`src/rtl/serial_sub_ctrl_if.sv`:
```
// Requester handshake plus full-subtractor cell signals for serial_sub_ctrl.
// slave is the controller's view; master is the requester/cell side.
interface serial_sub_ctrl_if #(
  parameter int WIDTH = 8,
  parameter int CNT_W = 3
);
  logic             start;
  logic [WIDTH-1:0] a;
  logic [WIDTH-1:0] b;
  logic             bin;
  logic             fs_a;
  logic             fs_b;
  logic             fs_c;
  logic             fs_diff;
  logic             fs_borrow;
  logic             busy;
  logic             done;
  logic [WIDTH-1:0] diff;
  logic             borrow_out;
  logic [CNT_W-1:0] bit_idx;

  modport slave (
    input  start, a, b, bin, fs_diff, fs_borrow,
    output fs_a, fs_b, fs_c, busy, done, diff, borrow_out, bit_idx
  );

  modport master (
    output start, a, b, bin, fs_diff, fs_borrow,
    input  fs_a, fs_b, fs_c, busy, done, diff, borrow_out, bit_idx
  );
endinterface

```
`src/rtl/serial_sub_ctrl.sv`:
```
// Bit-serial a-b-bin through one external full-subtractor cell, LSB first; done WIDTH+1 cycles after start.
// No backpressure: start is only accepted in IDLE and is dropped (not queued) while busy.
module serial_sub_ctrl #(
  parameter int WIDTH = 8,
  parameter int CNT_W = 3
) (
  input  logic              clk,
  input  logic              rst,
  serial_sub_ctrl_if.slave  bus
);

  typedef enum logic [1:0] {
    IDLE = 2'd0,
    RUN  = 2'd1,
    DONE = 2'd2
  } state_t;

  localparam logic [CNT_W-1:0] LAST_BIT = CNT_W'(WIDTH - 1);

  state_t           state_q;
  logic [WIDTH-1:0] a_sh_q;
  logic [WIDTH-1:0] b_sh_q;
  logic             brw_q;
  logic [CNT_W-1:0] cnt_q;
  logic [WIDTH-1:0] res_q;
  logic [WIDTH-1:0] res_d;
  logic             busy_q;
  logic             done_q;
  logic [WIDTH-1:0] diff_q;
  logic             borrow_q;
  logic             run;

  assign run   = (state_q == RUN);
  assign res_d = {bus.fs_diff, res_q[WIDTH-1:1]};

  // The cell only sees operand bits while running; idle leftovers stay hidden.
  assign bus.fs_a       = run & a_sh_q[0];
  assign bus.fs_b       = run & b_sh_q[0];
  assign bus.fs_c       = run & brw_q;
  assign bus.bit_idx    = run ? cnt_q : '0;
  assign bus.busy       = busy_q;
  assign bus.done       = done_q;
  assign bus.diff       = diff_q;
  assign bus.borrow_out = borrow_q;

  always_ff @(posedge clk) begin
    if (rst) begin
      state_q  <= IDLE;
      a_sh_q   <= '0;
      b_sh_q   <= '0;
      brw_q    <= 1'b0;
      cnt_q    <= '0;
      res_q    <= '0;
      busy_q   <= 1'b0;
      done_q   <= 1'b0;
      diff_q   <= '0;
      borrow_q <= 1'b0;
    end else begin
      case (state_q)
        IDLE: begin
          done_q <= 1'b0;
          busy_q <= 1'b0;
          if (bus.start) begin
            a_sh_q  <= bus.a;
            b_sh_q  <= bus.b;
            brw_q   <= bus.bin;
            cnt_q   <= '0;
            res_q   <= '0;
            busy_q  <= 1'b1;
            state_q <= RUN;
          end
        end
        RUN: begin
          res_q  <= res_d;
          a_sh_q <= {1'b0, a_sh_q[WIDTH-1:1]};
          b_sh_q <= {1'b0, b_sh_q[WIDTH-1:1]};
          brw_q  <= bus.fs_borrow;
          cnt_q  <= cnt_q + 1'b1;
          if (cnt_q == LAST_BIT) begin
            diff_q   <= res_d;
            borrow_q <= bus.fs_borrow;
            done_q   <= 1'b1;
            state_q  <= DONE;
          end
        end
        DONE: begin
          done_q  <= 1'b0;
          busy_q  <= 1'b0;
          state_q <= IDLE;
        end
        default: begin
          done_q  <= 1'b0;
          busy_q  <= 1'b0;
          state_q <= IDLE;
        end
      endcase
    end
  end

endmodule

```
`src/flat_wrapper.sv`:
```
// flat-port wrapper written by rule: the top's interface ports become plain ports
module serial_sub_ctrl_flat 
#(
  parameter int WIDTH = 8,
  parameter int CNT_W = 3
)
  (clk, rst, bus_start, bus_a, bus_b, bus_bin, bus_fs_diff, bus_fs_borrow, bus_fs_a, bus_fs_b, bus_fs_c, bus_busy, bus_done, bus_diff, bus_borrow_out, bus_bit_idx);
  serial_sub_ctrl_if #(.WIDTH(WIDTH), .CNT_W(CNT_W)) bus_i ();
  input  logic clk;
  input  logic rst;
  input wire logic [$bits(bus_i.start)-1:0] bus_start;
  input wire logic [$bits(bus_i.a)-1:0] bus_a;
  input wire logic [$bits(bus_i.b)-1:0] bus_b;
  input wire logic [$bits(bus_i.bin)-1:0] bus_bin;
  input wire logic [$bits(bus_i.fs_diff)-1:0] bus_fs_diff;
  input wire logic [$bits(bus_i.fs_borrow)-1:0] bus_fs_borrow;
  output wire logic [$bits(bus_i.fs_a)-1:0] bus_fs_a;
  output wire logic [$bits(bus_i.fs_b)-1:0] bus_fs_b;
  output wire logic [$bits(bus_i.fs_c)-1:0] bus_fs_c;
  output wire logic [$bits(bus_i.busy)-1:0] bus_busy;
  output wire logic [$bits(bus_i.done)-1:0] bus_done;
  output wire logic [$bits(bus_i.diff)-1:0] bus_diff;
  output wire logic [$bits(bus_i.borrow_out)-1:0] bus_borrow_out;
  output wire logic [$bits(bus_i.bit_idx)-1:0] bus_bit_idx;
  assign bus_i.start = bus_start;
  assign bus_i.a = bus_a;
  assign bus_i.b = bus_b;
  assign bus_i.bin = bus_bin;
  assign bus_i.fs_diff = bus_fs_diff;
  assign bus_i.fs_borrow = bus_fs_borrow;
  assign bus_fs_a = bus_i.fs_a;
  assign bus_fs_b = bus_i.fs_b;
  assign bus_fs_c = bus_i.fs_c;
  assign bus_busy = bus_i.busy;
  assign bus_done = bus_i.done;
  assign bus_diff = bus_i.diff;
  assign bus_borrow_out = bus_i.borrow_out;
  assign bus_bit_idx = bus_i.bit_idx;
  serial_sub_ctrl #(.WIDTH(WIDTH), .CNT_W(CNT_W)) u_core (.clk(clk), .rst(rst), .bus(bus_i));
endmodule
```
`config.mk`:
```
export PLATFORM = sky130hd
export DESIGN_NAME = serial_sub_ctrl_flat
export DESIGN_NICKNAME = d
export VERILOG_FILES = /design/src/rtl/serial_sub_ctrl_if.sv /design/src/rtl/serial_sub_ctrl.sv /design/src/flat_wrapper.sv
export SDC_FILE = /design/constraint.sdc
export NUM_CORES = 1
export LEC_CHECK = 0
export ABC_AREA = 0
export CORE_ASPECT_RATIO = 0.6
export CORE_MARGIN = 2
export CORE_UTILIZATION = 51
export CTS_BUF_LIST = sky130_fd_sc_hd__clkbuf_2
export CTS_CLUSTER_DIAMETER = 60
export DETAILED_ROUTE_END_ITERATION = 7
export HOLD_SLACK_MARGIN = 0.06
export PLACE_DENSITY = 0.85
export SLEW_MARGIN = 20
export SYNTH_ARGS = -nofsm -noshare
export SYNTH_HDL_FRONTEND = slang
export SYNTH_SLANG_ARGS = --single-unit
```
`constraint.sdc`:
```
create_clock -name clk -period 1.7 [get_ports clk]
set_input_delay 0.34 -clock clk [delete_from_list [all_inputs] [get_ports clk]]
set_output_delay 0.34 -clock clk [all_outputs]
set_load 0.05 [all_outputs]
```
==> impl_results.md <==
- Status: complete, but fails checks
- Failing checks: setup timing
- Worst Path Class, Setup: register to output pin
- Sequential power share: 0.597
- Largest net degree at the start of global routing: 41
- 1st-iter DRT viols: 72
- PwrDens: 777 nW/µm²
- WP data arrival: 1370 ps
- Yosys reg bits: 40
- Net Sw Power: 442 µW
- Number of antenna violations at the first check in global routing: 0
- Clock latency on the worst-skew pair: 370 ps
- Synth top area share: 0.495
- Residual DRC: 0
- Worst setup EP type: output pin
- Nets@finish: 236
- Core area: 2950 µm²
- Dpl cell area: 2060 µm²
- Crit path cell chain: nor2b_4, buf_6, and2_4, buf_12
- FMAX: 585 MHz
- Area contributors post-synth: dfxtp_1 (49%), mux2i_1 (11%), a211oi_1 (7.4%)
- Mean Syn Cell Area: 9.47 µm²
- Final setup fails: 4
- Synth warn: 0
- Combinational power share: 0.167
- Max-slew violations: 0
- CTS root buffer: clkbuf_2
- R2R cell count: 5
- Hold depth: 2
- IO Port Bufs: 38
- Most numerous cell in the Yosys netlist: dfxtp_1
- Drt total wl: 3340 µm
- Slew HR: 0.668
- Die X: 76.7 µm
- Final Worst Setup Slack: -9.47 ps
- Diode count: 0
- Num CTS Buffers: 5
- Max Cap Violations: 0
- Vias in the first global route: 1166
- Clock Sinks: 40
- Starting density of the core: 0.549
- Chip height: 47.6 µm
- Number of enable flip-flop cells after synthesis: 0
- Clk slew on worst S/H paths: 190 ps
- Area Overhead vs Synth: 33.8%
- CP bufs+invs: 2
- CP delay by family, top: flip-flops
- Sequential area share after synthesis: 0.495
- Max stage delay on crit path: 400 ps
- Final period util: 1.01
- Htree depth: 2
- Startpoint Class: register
- CTS tree: done
- Syn Inst Count: 171
- Syn_nets: 195
- Gr usage total: 0.194
- Slew of the pin with the lowest slew margin: 497 ps
- IR drop worst, VDD: 0.000594 V
- Clock power share: 0.236
- Post-route design area: 2170 µm²
- CP max FO: 5
- CTS Buffer Depth: 2
- Via count: 1332
- Hold Fails Final Rpt: 0
- Sw frac: 0.263
- Layout cell share with drive strength beyond 1: 0.207
- Synth cell types: 23
- Gpl congestion: 0.756
- Int Pwr: 1240 µW
- Synth cell count leaders: dfxtp_1 (40), nor2_1 (28), nand2_1 (18), mux2i_1 (17), a211oi_1 (16)
- Crit path time final: 1710 ps
- Mapped cell area: 1620 µm²
- Pleak: 0.000867 µW
- CP max-delay cell: dfxtp_4
- Post-DRT Antenna Nets: 0
- Vias per cell: 5.22
- FP Rows: 15
- Skew final: 17.0 ps
- WP depth: 4
- Final HPWL from detailed placement: 2320 µm
- WP data required: 1360 ps
- Worst hold margin: 468 ps
- Drt wl/cell: 13.1 µm
- RSZ-0062 raised after global routing: true
- Total Die Area: 3660 µm²
- Area leader, netlist: dfxtp_1
- Post-synth top flop: dfxtp_1
- First-pass GRT wire length: 5330 µm
- Pre-Repair DR Iteration Count: 4
- Async S/R FF share, synth: 0
- Total gr overflow: 0
- R2r setup slk: 220 ps
- HP Class: register to register
- I/O Pins: 39
cell usage in the layout, fill, tap and decap left out:
| cell | count |
|---|---|
| a21oi_1 | 9 |
| buf_4 | 16 |
| nor2_1 | 28 |
| buf_6 | 2 |
| clkdlybuf4s50_1 | 21 |
| dfxtp_2 | 1 |
| ha_1 | 2 |
| clkbuf_2 | 7 |
| inv_1 | 1 |
| buf_12 | 8 |
| clkinv_1 | 1 |
| and2_4 | 6 |
| a211oi_1 | 16 |
| mux2i_1 | 17 |
| nor3b_1 | 3 |
| nor2b_4 | 1 |
| nor3_1 | 2 |
| and3b_1 | 1 |
| o21ba_2 | 1 |
| dfxtp_4 | 1 |
| nand2_1 | 18 |
| a22oi_1 | 11 |
| nand3b_1 | 1 |
| o21bai_2 | 1 |
| dfxtp_1 | 38 |
layout make-up:
| cell class | count | area (µm²) |
|---|---|---|
| clock buffer | 7 | 35.0 |
| clock inverter | 1 | 3.75 |
| fill | 209 | 781 |
| inverter | 1 | 3.75 |
| multi-input combinational | 117 | 752 |
| sequential | 40 | 806 |
| tap | 42 | 52.6 |
| timing repair buffer | 47 | 513 |
per-stage QoR:
stage | power, µW | util | setup slack, ps | std cells | TNS [ps]
finish | 1680 | 0.735 | -9.47 | 255 | -20.9
CTS | 1690 | 0.721 | -33.3 | 253 | -124
global route | 1760 | 0.735 | -88.1 | 255 | -473
detailed placement | 1280 | 0.699 | -220 | 243 | -1940
global placement | 1270 | 0.699 | -49.6 | 243 | -94.5
floorplan | 1180 | - | 132 | 171 | 0
power groups by stage:
stage	combinational (µW)	clock [µW]	sequential (µW)
2_1_floorplan	158	0	1020
3_3_place_gp	251	0	1020
3_5_place_dp	260	0	1020
4_1_cts	267	415	1000
5_1_grt	305	438	1010
6_report	281	397	1010
flip-flops by register name (all words and copies together) (netlist names):
register / cells
u_core.a_sh_q: 8
u_core.b_sh_q: 8
u_core.brw_q: 1
u_core.bus.borrow_out: 1
u_core.bus.busy: 1
u_core.bus.diff: 8
u_core.bus.done: 1
u_core.cnt_q: 3
u_core.res_q: 7
u_core.state_q: 2
per-layer routing:
layer  part of all wire  GRT usage  routed length (µm)  vias to the layer above
li1                   -          -                   -                      675
met1               0.47      0.232                1580                      625
met2               0.47      0.349                1590                       30
met3              0.048     0.0547                 160                        2
met4             0.0051     0.0764                  17                        0
met5                  0          0                   0                        -
logic make-up after synthesis:
group,Yosys count,synth area share
flip-flops,40,0.495
AND/OR/NAND/NOR,60,0.164
buffers and inverters,14,0.0572
multiplexers,17,0.105
adder cells (fa/ha/maj),2,0.0155
AO/OA/AOI/OAI,38,0.164
final timing paths:
kind | end | start
max | bus_bit_idx[0] | u_core.state_q[0]
min | u_core.bus.diff[2] | u_core.bus.diff[2]
max reg2reg | u_core.bus.diff[2] | u_core.cnt_q[0]
min reg2reg | u_core.bus.diff[2] | u_core.bus.diff[2]
what timing repair did:
item | CTS | global route
endpoints found under the setup margin | 6 | 11
hold buffers | 0 | 0
buffers inserted | 2 | 1
cloned | 0 | 1
pin swaps | 0 | 2
gates resized for setup | 6 | 9
tightest hold or removal path, delay by kind of cell (launching register included):
kind	cells	cell delay, ps
AO/OA/AOI/OAI	1	50
flip-flops	1	350
AND/OR/NAND/NOR	1	50
(Power assumes the default switching activity.)
